$ cat src/rtl/mma_pkg.sv
// Shared types and defaults for the matrix-multiply operand bank.
package mma_pkg;

  localparam int DATA_W_DEF  = 4;
  localparam int MAX_DIM_DEF = 3;
  localparam int DIM_W_DEF   = 2;

  typedef enum logic [2:0] {
    ST_IDLE   = 3'd0,
    ST_CHECK  = 3'd1,
    ST_LOAD_W = 3'd2,
    ST_LOAD_X = 3'd3,
    ST_CLR    = 3'd4,
    ST_STREAM = 3'd5,
    ST_DONE   = 3'd6
  } state_e;

  // Read-port mode: W is read by column, X by row.
  localparam logic RD_COL = 1'b0;
  localparam logic RD_ROW = 1'b1;

endpackage

$ cat src/rtl/mma_operand_store.sv
// Flat MAX_DIM x MAX_DIM operand store: one write port, synchronous clear,
// and a MAX_DIM-lane read port returning either a column or a row.
module mma_operand_store
  import mma_pkg::*;
#(
  parameter int DATA_W  = DATA_W_DEF,
  parameter int MAX_DIM = MAX_DIM_DEF,
  parameter int SEL_W   = DIM_W_DEF,
  parameter int ADDR_W  = $clog2(MAX_DIM * MAX_DIM)
) (
  input  logic                      clk,
  input  logic                      rst_n,
  input  logic                      clear,
  input  logic                      we,
  input  logic [ADDR_W-1:0]         waddr,
  input  logic [DATA_W-1:0]         wdata,
  input  logic                      rd_mode,
  input  logic [SEL_W-1:0]          rd_sel,
  output logic [MAX_DIM*DATA_W-1:0] rd_data
);

  localparam int DEPTH = MAX_DIM * MAX_DIM;

  logic [DATA_W-1:0] mem_d [DEPTH];
  logic [DATA_W-1:0] mem_q [DEPTH];

  // Next-state of the storage array: clear beats write.
  always_comb begin
    mem_d = mem_q;
    if (clear) begin
      for (int i = 0; i < DEPTH; i++) begin
        mem_d[i] = '0;
      end
    end else if (we) begin
      mem_d[waddr] = wdata;
    end else begin
      mem_d = mem_q;
    end
  end

  // Storage registers.
  always_ff @(posedge clk or negedge rst_n) begin
    if (!rst_n) begin
      for (int i = 0; i < DEPTH; i++) begin
        mem_q[i] <= '0;
      end
    end else begin
      mem_q <= mem_d;
    end
  end

  // Lane i is element (sel, i) for a row read, (i, sel) for a column read.
  always_comb begin
    rd_data = '0;
    for (int i = 0; i < MAX_DIM; i++) begin
      if (rd_mode == RD_ROW) begin
        rd_data[i*DATA_W +: DATA_W] = mem_q[ADDR_W'(int'(rd_sel) * MAX_DIM + i)];
      end else begin
        rd_data[i*DATA_W +: DATA_W] = mem_q[ADDR_W'(i * MAX_DIM + int'(rd_sel))];
      end
    end
  end

endmodule

$ cat src/rtl/mma_operand_bank.sv
// Operand bank: loads W then X from one stream, then streams outer-product beats.
// Define MMA_STREAM_BP_EN to add the out_ready backpressure port on the beat stream.
module mma_operand_bank
  import mma_pkg::*;
#(
  parameter int DATA_W  = DATA_W_DEF,
  parameter int MAX_DIM = MAX_DIM_DEF,
  parameter int DIM_W   = DIM_W_DEF
) (
  input  logic                      clk,
  input  logic                      rst_n,
  input  logic                      clear_mem,
  input  logic                      start,
  input  logic [DIM_W-1:0]          row_w,
  input  logic [DIM_W-1:0]          col_w,
  input  logic [DIM_W-1:0]          row_x,
  input  logic [DIM_W-1:0]          col_x,
  input  logic                      ld_valid,
  output logic                      ld_ready,
  input  logic [DATA_W-1:0]         ld_data,
  output logic [MAX_DIM*DATA_W-1:0] data_outw,
  output logic [MAX_DIM*DATA_W-1:0] data_outx,
  output logic                      ld_mac,
  output logic                      clear_mac,
`ifdef MMA_STREAM_BP_EN
  input  logic                      out_ready,
`endif
  output logic                      busy,
  output logic                      done,
  output logic                      dim_err
);

  localparam int ADDR_W = $clog2(MAX_DIM * MAX_DIM);
  localparam int LANE_W = MAX_DIM * DATA_W;

  state_e            state_q, state_d;
  logic [DIM_W-1:0]  row_w_q, col_w_q, row_x_q, col_x_q;
  logic [DIM_W-1:0]  row_w_d, col_w_d, row_x_d, col_x_d;
  logic [DIM_W-1:0]  r_q, c_q, k_q, r_d, c_d, k_d;
  logic              dim_err_q, dim_err_d;
  logic              ld_ready_q, ld_ready_d, busy_q, busy_d, done_q, done_d;
  logic              clear_mac_q, clear_mac_d, ld_mac_q, ld_mac_d;
  logic [LANE_W-1:0] outw_q, outw_d, outx_q, outx_d;

  logic              accept_s, beat_adv_s, last_elem_s, dims_bad_s;
  logic [DIM_W-1:0]  ld_rows_s, ld_cols_s;
  logic [ADDR_W-1:0] waddr_s;
  logic [LANE_W-1:0] w_rd_s, x_rd_s;

  function automatic logic dim_ok(input logic [DIM_W-1:0] d);
    return (d != DIM_W'(0)) && (int'(d) <= MAX_DIM);
  endfunction

  assign accept_s = ld_valid && ld_ready_q;
`ifdef MMA_STREAM_BP_EN
  assign beat_adv_s = ld_mac_q && out_ready;
`else
  assign beat_adv_s = ld_mac_q;
`endif
  assign ld_rows_s   = (state_q == ST_LOAD_W) ? row_w_q : row_x_q;
  assign ld_cols_s   = (state_q == ST_LOAD_W) ? col_w_q : col_x_q;
  assign last_elem_s = (r_q == ld_rows_s - DIM_W'(1)) && (c_q == ld_cols_s - DIM_W'(1));
  assign dims_bad_s  = !dim_ok(row_w_q) || !dim_ok(col_w_q) || !dim_ok(row_x_q) ||
                       !dim_ok(col_x_q) || (col_w_q != row_x_q);
  // Constant stride keeps the address independent of the loaded column count.
  assign waddr_s     = ADDR_W'(int'(r_q) * MAX_DIM + int'(c_q));

  mma_operand_store #(.DATA_W(DATA_W), .MAX_DIM(MAX_DIM), .SEL_W(DIM_W)) u_store_w (
    .clk(clk), .rst_n(rst_n), .clear(clear_mem),
    .we(accept_s && (state_q == ST_LOAD_W)), .waddr(waddr_s), .wdata(ld_data),
    .rd_mode(RD_COL), .rd_sel(k_d), .rd_data(w_rd_s)
  );

  mma_operand_store #(.DATA_W(DATA_W), .MAX_DIM(MAX_DIM), .SEL_W(DIM_W)) u_store_x (
    .clk(clk), .rst_n(rst_n), .clear(clear_mem),
    .we(accept_s && (state_q == ST_LOAD_X)), .waddr(waddr_s), .wdata(ld_data),
    .rd_mode(RD_ROW), .rd_sel(k_d), .rd_data(x_rd_s)
  );

  // Next-state: FSM, latched dimensions, load/beat indices, sticky error.
  always_comb begin
    state_d   = state_q;
    row_w_d   = row_w_q;
    col_w_d   = col_w_q;
    row_x_d   = row_x_q;
    col_x_d   = col_x_q;
    r_d       = r_q;
    c_d       = c_q;
    k_d       = k_q;
    dim_err_d = dim_err_q;
    if (clear_mem) begin
      state_d   = ST_IDLE;
      r_d       = '0;
      c_d       = '0;
      k_d       = '0;
      dim_err_d = 1'b0;
    end else begin
      case (state_q)
        ST_IDLE: begin
          if (start) begin
            row_w_d   = row_w;
            col_w_d   = col_w;
            row_x_d   = row_x;
            col_x_d   = col_x;
            dim_err_d = 1'b0;
            state_d   = ST_CHECK;
          end else begin
            state_d = ST_IDLE;
          end
        end
        ST_CHECK: begin
          r_d = '0;
          c_d = '0;
          if (dims_bad_s) begin
            dim_err_d = 1'b1;
            state_d   = ST_IDLE;
          end else begin
            state_d = ST_LOAD_W;
          end
        end
        ST_LOAD_W, ST_LOAD_X: begin
          if (accept_s) begin
            if (last_elem_s) begin
              r_d     = '0;
              c_d     = '0;
              state_d = (state_q == ST_LOAD_W) ? ST_LOAD_X : ST_CLR;
            end else if (c_q == ld_cols_s - DIM_W'(1)) begin
              c_d = '0;
              r_d = r_q + DIM_W'(1);
            end else begin
              c_d = c_q + DIM_W'(1);
            end
          end else begin
            state_d = state_q;
          end
        end
        ST_CLR: begin
          k_d     = '0;
          state_d = ST_STREAM;
        end
        ST_STREAM: begin
          if (beat_adv_s) begin
            if (k_q == col_w_q - DIM_W'(1)) begin
              state_d = ST_DONE;
            end else begin
              k_d = k_q + DIM_W'(1);
            end
          end else begin
            k_d = k_q;
          end
        end
        ST_DONE: begin
          k_d     = '0;
          state_d = ST_IDLE;
        end
        default: state_d = ST_IDLE;
      endcase
    end
  end

  // Registered outputs decoded from the next state; idle/unused lanes forced to zero.
  always_comb begin
    ld_ready_d  = (state_d == ST_LOAD_W) || (state_d == ST_LOAD_X);
    busy_d      = (state_d != ST_IDLE);
    done_d      = (state_d == ST_DONE);
    clear_mac_d = (state_d == ST_CLR);
    ld_mac_d    = (state_d == ST_STREAM);
    outw_d      = '0;
    outx_d      = '0;
    if (ld_mac_d) begin
      for (int i = 0; i < MAX_DIM; i++) begin
        if (i < int'(row_w_q)) begin
          outw_d[i*DATA_W +: DATA_W] = w_rd_s[i*DATA_W +: DATA_W];
        end else begin
          outw_d[i*DATA_W +: DATA_W] = '0;
        end
        if (i < int'(col_x_q)) begin
          outx_d[i*DATA_W +: DATA_W] = x_rd_s[i*DATA_W +: DATA_W];
        end else begin
          outx_d[i*DATA_W +: DATA_W] = '0;
        end
      end
    end else begin
      outw_d = '0;
      outx_d = '0;
    end
  end

  // State and output registers.
  always_ff @(posedge clk or negedge rst_n) begin
    if (!rst_n) begin
      state_q     <= ST_IDLE;
      row_w_q     <= '0;
      col_w_q     <= '0;
      row_x_q     <= '0;
      col_x_q     <= '0;
      r_q         <= '0;
      c_q         <= '0;
      k_q         <= '0;
      dim_err_q   <= 1'b0;
      ld_ready_q  <= 1'b0;
      busy_q      <= 1'b0;
      done_q      <= 1'b0;
      clear_mac_q <= 1'b0;
      ld_mac_q    <= 1'b0;
      outw_q      <= '0;
      outx_q      <= '0;
    end else begin
      state_q     <= state_d;
      row_w_q     <= row_w_d;
      col_w_q     <= col_w_d;
      row_x_q     <= row_x_d;
      col_x_q     <= col_x_d;
      r_q         <= r_d;
      c_q         <= c_d;
      k_q         <= k_d;
      dim_err_q   <= dim_err_d;
      ld_ready_q  <= ld_ready_d;
      busy_q      <= busy_d;
      done_q      <= done_d;
      clear_mac_q <= clear_mac_d;
      ld_mac_q    <= ld_mac_d;
      outw_q      <= outw_d;
      outx_q      <= outx_d;
    end
  end

  assign ld_ready  = ld_ready_q;
  assign busy      = busy_q;
  assign done      = done_q;
  assign dim_err   = dim_err_q;
  assign clear_mac = clear_mac_q;
  assign ld_mac    = ld_mac_q;
  assign data_outw = outw_q;
  assign data_outx = outx_q;

endmodule
$ cat config.mk
export PLATFORM = sky130hd
export DESIGN_NAME = mma_operand_bank
export DESIGN_NICKNAME = d
export VERILOG_FILES = /design/src/rtl/mma_pkg.sv /design/src/rtl/mma_operand_store.sv /design/src/rtl/mma_operand_bank.sv
export SDC_FILE = /design/constraint.sdc
export NUM_CORES = 1
export LEC_CHECK = 0
export CAP_MARGIN = 5
export CELL_PAD_IN_SITES_DETAIL_PLACEMENT = 0
export CELL_PAD_IN_SITES_GLOBAL_PLACEMENT = 1
export CORE_MARGIN = 1
export CORE_UTILIZATION = 42
export CTS_CLUSTER_SIZE = 12
export DETAILED_ROUTE_END_ITERATION = 8
export GPL_ROUTABILITY_DRIVEN = 1
export MAX_ROUTING_LAYER = met4
export PLACE_DENSITY_LB_ADDON = 0.1
export SYNTH_ARGS = -nofsm -noshare
export SYNTH_HDL_FRONTEND = slang
export SYNTH_SLANG_ARGS = --single-unit
$ cat constraint.sdc
create_clock -name clk -period 3.8 [get_ports clk]
set_input_delay 0.38 -clock clk [delete_from_list [all_inputs] [get_ports clk]]
set_output_delay 0.38 -clock clk [all_outputs]
set_load 0.01 [all_outputs]
# --- Word level (Yosys, flattened, before mapping) ---
# Cells that the tools add are included.
totals:
  output_inout_bits: 30
  ff_bits: 119
  wordCells: 181
  input_bits: 17
op_classes:
  n_lt_le_gt_ge: 14
  multipliers: 2
  n_addsub: 11
  n_bitwise: 8
  muxes: 63
  n_eq_ne: 19
  reduce_logical: 30
op_table:
  columns: ["op", "n"]
  rows:
  - ["$mux W36", 4]
  - ["$bmux W4 S4", 6]
  - ["$mux W4", 19]
  - ["$bwmux W36", 2]
  - ["$ge A4 B5 Y1 const B", 6]
  - ["$mux W2", 14]
  - ["$mux W12", 2]
  - ["$not A4 Y4", 5]
  - ["$eq A3 B3 Y1 const B", 6]
  - ["$mux W3", 6]
  - ["$demux W4 S4", 1]
  - ["$pmux W3 S5", 1]
  - ["$eq A3 B2 Y1 const B", 4]
  - ["$pmux W2 S2", 3]
  - ["$reduce_bool A2 Y1", 6]
  - ["$ne A3 B3 Y1 const B", 3]
  - ["$reduce_and A3 Y1", 3]
  - ["$reduce_bool A3 Y1", 3]
  - ["$lt A1 B2 Y1 const A", 4]
  - ["$mul A2 B2 Y4 const B", 2]
  - ["$add A2 B1 Y2 const B", 3]
  - ["$eq A2 B2 Y1", 3]
  - ["$sub A2 B1 Y2 const B", 3]
  - ["$ge A5 B5 Y1 const B", 1]
  - ["21 further kinds", 37]

# --- Depth between registers and ports, before layout ---
logic_depth:
  ltp_word: 14
  mapped_depth: 16
  depth_no_buf: 12

# --- Cells and area by module ---
# A second synthesis with hierarchy kept.
hier_totals:
  cells_unflattened: 700
  area_unflattened_um2: 7811.2
modules_own_cells:
  columns: ["module", "seq_area_each_um2", "cells_per_inst", "area_each_um2", "n_inst"]
  rows:
  - ["mma_operand_store (u_store_w)", 900.9, 247, 2840.2, 1]
  - ["mma_operand_store (u_store_x)", 900.9, 256, 2725.1, 1]
  - ["mma_operand_bank", 1176.1, 197, 2245.9, 1]

# --- Least setup slack after synthesis ---
# Ideal clock, no wire load.
synth_timing:
  kind: "register -> register"
  start: "register col_w_q[0]"
  end: "register outx_q[3], in the netlist data_outx[3]"
  path_stages_with_launch: 16
  n_path_buf: 4
  setup_time_ps: 133
  required_ps: 3667
  synth_period_minus_slack_ps: 3660
  t_arrival_ps: 3527
  setup_slack_ps: 140
  path_cell_list: "dfrtp_1 > clkbuf_1 > inv_1 > ha_1 > xnor2_1 > mux2i_1 > o211ai_4 > buf_2 > clkbuf_1 > ha_1 > clkbuf_1 > nand2_1 > a21oi_1 > a22oi_1 > a22oi_1 > nor3_2"
synth_via:
  elab_chain_len: 13
  word_cells_on_any_way: 32
  classes_between: "add/sub (2); mul (1); eq/ne (4); mux (17); bitwise (1); reduce/logical (7)"
synth_lines:
  columns: ["item", "line", "source"]
  rows:
  - ["from (decl)", "mma_operand_bank.sv:37", "logic [DIM_W-1:0] row_w_q, col_w_q, row_x_q, col_x_q;"]
  - ["from (signal assigned)", "mma_operand_bank.sv:211", "col_w_q <= col_w_d;"]
  - ["$sub A2 B1 Y2", "mma_operand_bank.sv:143", "if (k_q == col_w_q - DIM_W'(1)) begin"]
  - ["$eq A2 B2 Y1", "mma_operand_bank.sv:143", null]
  - ["$mux W2", "mma_operand_bank.sv:143", null]
  - ["$mux W2", "mma_operand_bank.sv:142", "if (beat_adv_s) begin"]
  - ["$pmux W2 S2", "mma_operand_bank.sv:98", "case (state_q)"]
  - ["$mux W2", "mma_operand_bank.sv:91", "if (clear_mem) begin"]
  - ["$mul A2 B2 Y4", "mma_operand_store.sv:57", "rd_data[i*DATA_W +: DATA_W] = mem_q[ADDR_W'(int'(rd_sel) * MAX_DIM + i)];"]
  - ["$not A4 Y4 (implied by the code)", "mma_operand_store.sv:57", null]
  - ["$bmux W4 S4", "mma_operand_store.sv:57", null]
  - ["$mux W4 (implied by the code) (2 in a row)", "mma_operand_store.sv:57", null]
  - ["$mux W4", "mma_operand_bank.sv:177", "if (i < int'(col_x_q)) begin"]
  - ["$mux W12 (*)", "mma_operand_bank.sv:170", "if (ld_mac_d) begin"]
  - ["via outx_d[3]", "mma_operand_bank.sv:43", "logic [LANE_W-1:0] outw_q, outw_d, outx_q, outx_d;"]
  - ["to (signal assigned)", "mma_operand_bank.sv:224", "outx_q <= outx_d;"]
  - ["to (decl)", "mma_operand_bank.sv:43", null]
# Mark *: on every way through the listed nets, which the timed path passes. The rest lies on a longest branch. The select of a mux whose other input is x is not followed.
# A chain may end at the register's enable or synchronous reset.

# --- Final worst setup path ---
layout_timing:
  start: "register r_q[0]"
  end: "register u_store_x.mem_q[1] in the netlist's numbering"
layout_via:
  elab_chain_len: 10
  word_cells_on_any_way: 11
  classes_between: "add/sub (1); mul (1); order compare (2); mux (5); bitwise (1); reduce/logical (1)"
layout_lines:
  columns: ["item", "line", "source"]
  rows:
  - ["from (decl)", "mma_operand_bank.sv:39", "logic [DIM_W-1:0] r_q, c_q, k_q, r_d, c_d, k_d;"]
  - ["from (signal assigned)", "mma_operand_bank.sv:214", "r_q <= r_d;"]
  - ["$mul A2 B2 Y4 (*)", "mma_operand_bank.sv:66", "assign waddr_s = ADDR_W'(int'(r_q) * MAX_DIM + int'(c_q));"]
  - ["$add A4 B2 Y4 (*)", "mma_operand_bank.sv:66", null]
  - ["$not A4 Y5 (implied by the code) (*)", "mma_operand_store.sv:35", "mem_d[waddr] = wdata;"]
  - ["$ge A5 B5 Y1 (implied by the code) / $lt A5 B1 Y1 (equally long branches)", "mma_operand_store.sv:35", null]
  - ["$logic_and A1 B1 Y1 (implied by the code)", "mma_operand_store.sv:35", null]
  - ["$mux W4 (implied by the code)", "mma_operand_store.sv:35", null]
  - ["$demux W4 S4 (*)", "mma_operand_store.sv:35", null]
  - ["$bwmux W36 (*)", "mma_operand_store.sv:35", null]
  - ["$mux W36 (*)", "mma_operand_store.sv:34", "end else if (we) begin"]
  - ["$mux W36 (*)", "mma_operand_store.sv:30", "if (clear) begin"]
  - ["to (signal assigned)", "mma_operand_store.sv:48", "mem_q <= mem_d;"]
  - ["to (decl)", "mma_operand_store.sv:25", "logic [DATA_W-1:0] mem_q [DEPTH];"]
# Every way passes the cells marked *; elsewhere a longest branch is shown, timed or not. The select of a mux whose other input is x is not followed.

==> flow_metrics.tcl <==
set metrics [dict create \
    synth_edf_count 0 \
    cap_violations 0 \
    synth_cells 660 \
    rrSetupSlack_ps 360 \
    cts_sinks 119 \
    power.density_nw_per_um2 399 \
    die_w_um 126 \
    area_growth_syn_to_layout_pct 16.8 \
    arrival_ps 3710 \
    cts_tree "built" \
    crit_fanout 13 \
    netlist_top_cells_area "dfrtp_1 (46%), mux2i_1 (9.1%), a21oi_1 (4.3%)" \
    skew_ps 8.60 \
    ys_seq_elements 119 \
    p_int_mw 2.28 \
    yosysMostFrequentCell "dfrtp_1" \
    period_needed_ps 3440 \
    finalSetupViolCount 0 \
    syn_area_um2 6460 \
    wl_um 17600 \
    synth_nets 688 \
    hold_violations 0 \
    n_antenna_cell 0 \
    clk_pin_slew_worst_paths_ps 60 \
    die_h_um 126 \
    grt_max_degree 82 \
    rsz0062_at_grt "no" \
    dieArea_um2 15900 \
    yosys.area.top_type_share_pct 46.1 \
    post-route-util_pct 51.2 \
    synth.distinct_cells 52 \
    vias 5058 \
    fmax_ghz 0.290 \
    initialDrtViolationCount 472 \
    row_count 44 \
    numCtsBuffers 17 \
    slew_violations 0 \
    synth_top_cell_by_area "dfrtp_1" \
    min_period_over_period_pct 90.6 \
    ir_worst_vdd_v 0.000360 \
    grt_pass1_wl_um 28400 \
    clock_power_share_pct 47.8 \
    yosysSeqAreaShare_pct 46.1 \
    cts_resized 0 \
    seqPwrFrac_pct 44.1 \
    route.detailed.wl_per_inst_um 20.0 \
    grt_pass1_vias 5071 \
    yosys_warnings 0 \
    required_ps 4060 \
    syn_area_per_cell_um2 9.80 \
    final_nets 716 \
    end_kind "flip-flop" \
    post-dp-hpwl_um 12300 \
    worst_pin_slew_ps 1030 \
    hold_path_class "primary input to async pin" \
    gr-total-overflow 0 \
    antenna_found_initial 0 \
    slew_headroom_pct 30.9 \
    gp_congestion 0.940 \
    clock_path_buffers 2 \
    ctsHoldBuffers 0 \
    pwr-share-comb_pct 8.1 \
    switchingPower_mw 0.730 \
    postRouteAntennaNets 0 \
    io_buffers 46 \
    cp-start-kind "flip-flop" \
    first_pass_iters 5 \
    drive_above_1_share_pct 12.1 \
    initial_utilization_pct 43.8 \
    fin_setup_tns_ps 0 \
    critical_path_class "flip-flop to flip-flop" \
    status "finished clean" \
    via_per_inst 5.74 \
    clkLatencyLatePin_ps 420 \
    core_area_um2 14800 \
    htree_levels 4 \
    synth_commonest_cells "dfrtp_1 (119), nand2_1 (74), nor2_1 (74)" \
    postCtsSetupBuffers 0 \
    ys.flop_type "dfrtp_1" \
    synthArstFlopShare_pct 100 \
    total_leakage_power_nw 3.16 \
    root_buffer "clkbuf_16" \
    p_sw_share_pct 24.2 \
    ios 47 \
    track_usage_pct 24.5 \
    drc 0 \
]
## final timing paths
path / to / cells past startpoint / from
min: data_outx[2]$_DFF_PN0_ / 1 / rst_n
max reg2reg: u_store_x.mem_q[1]$_DFFE_PN0P_ / 9 / r_q[0]$_DFFE_PN0P_
max: u_store_x.mem_q[1]$_DFFE_PN0P_ / 9 / r_q[0]$_DFFE_PN0P_
min in group clk: u_store_w.mem_q[17]$_DFFE_PN0P_ / 2 / u_store_w.mem_q[17]$_DFFE_PN0P_
min reg2reg: u_store_w.mem_q[17]$_DFFE_PN0P_ / 2 / u_store_w.mem_q[17]$_DFFE_PN0P_
max in group asynchronous: c_q[1]$_DFFE_PN0P_ / 2 / rst_n
## per-layer routing
| metal | vias up | global-route usage [%] | routed length, um | share of wire (%) |
|---|---|---|---|---|
| met5 | - | - | 0 | 0 |
| met4 | 0 | 6.59 | 184 | 1.0 |
| met3 | 15 | 5.48 | 958 | 5.4 |
| met2 | 124 | 37.0 | 8180 | 47 |
| met1 | 2526 | 33.2 | 8270 | 47 |
| li1 | 2393 | - | - | - |
## cells in the final DEF, fill, tap and decap left out, types with 4 or more instances in the layout
master	n
ha_1	9
a2111oi_0	6
nand2_1	74
mux2_2	13
nor3b_2	4
and2_1	4
dfrtp_1	119
inv_1	9
nor2b_1	7
mux2i_1	59
clkbuf_16	17
clkbuf_1	5
nor3_2	7
nand3_1	10
o21ai_0	44
a21o_1	5
a22oi_1	14
buf_4	12
nor3_1	30
nor2_1	74
xnor2_1	4
nand2b_1	14
clkdlybuf4s50_1	44
mux4_2	12
a21oi_1	56
## state kept, by name, indices dropped and copies added, names as in the netlist
name             cells
row_w_q              2
data_outw           12
dim_err              1
col_w_q              2
state_q              3
clear_mac            1
row_x_q              2
data_outx           12
k_q                  2
u_store_x.mem_q     36
col_x_q              2
ld_ready             1
done                 1
ld_mac               1
r_q                  2
u_store_w.mem_q     36
busy                 1
c_q                  2
## kinds of logic (layout without fill, tap and decap cells)
logic type,after synthesis,count (layout),share of synthesized area [%]
buffers and inverters,60,97,4.03
xor gates and xnor gates,5,5,0.677
DFF,119,119,46.1
and+or+nand+nor,239,239,17.9
AOI/OAI and AO/OA,141,141,13.1
adders and majority gates,11,11,2.36
muxes,85,85,15.8
## layout make-up
type | instances | area [um2]
multi-input combinational | 481 | 3230
fill | 1373 | 7210
sequential | 119 | 2980
clock buffer | 23 | 458
timing repair buffer | 58 | 556
clock inverter | 5 | 52.6
inverter | 11 | 43.8
tap | 184 | 230
## stage by stage
step | instances | setup slack [ps] | hold WS, ps | power [mW] | instance area [um2]
2_1_floorplan | 660 | 140 | 84.4 | 1.49 | 6460
3_3_place_gp | 853 | 523 | 500 | 1.59 | 7040
3_5_place_dp | 853 | 415 | 509 | 1.59 | 7040
4_1_cts | 881 | 374 | 68.6 | 3.04 | 7550
5_1_grt | 881 | 85.9 | 96.8 | 3.12 | 7550
6_report | 881 | 357 | 31.7 | 3.01 | 7550
## critical path: stages (launching register included)
cell and delay [ps]:
dfrtp_1 460, fa_1 570, ha_1 150, inv_1 50, fa_1 620, nand2b_1 330
nor3_1 340, nor2b_1 450, mux2i_1 260, nor2_1 60
## power by group through the flow
| stage | clock network, mW | registers [mW] | logic [mW] |
|---|---|---|---|
| global placement | 0 | 1.35 | 0.242 |
| finish | 1.44 | 1.33 | 0.243 |
| CTS | 1.47 | 1.33 | 0.245 |
| detailed placement | 0 | 1.35 | 0.244 |
| floorplan | 0 | 1.33 | 0.163 |
| global route | 1.52 | 1.33 | 0.268 |
Note: power is estimated with default switching activity, not from simulation.
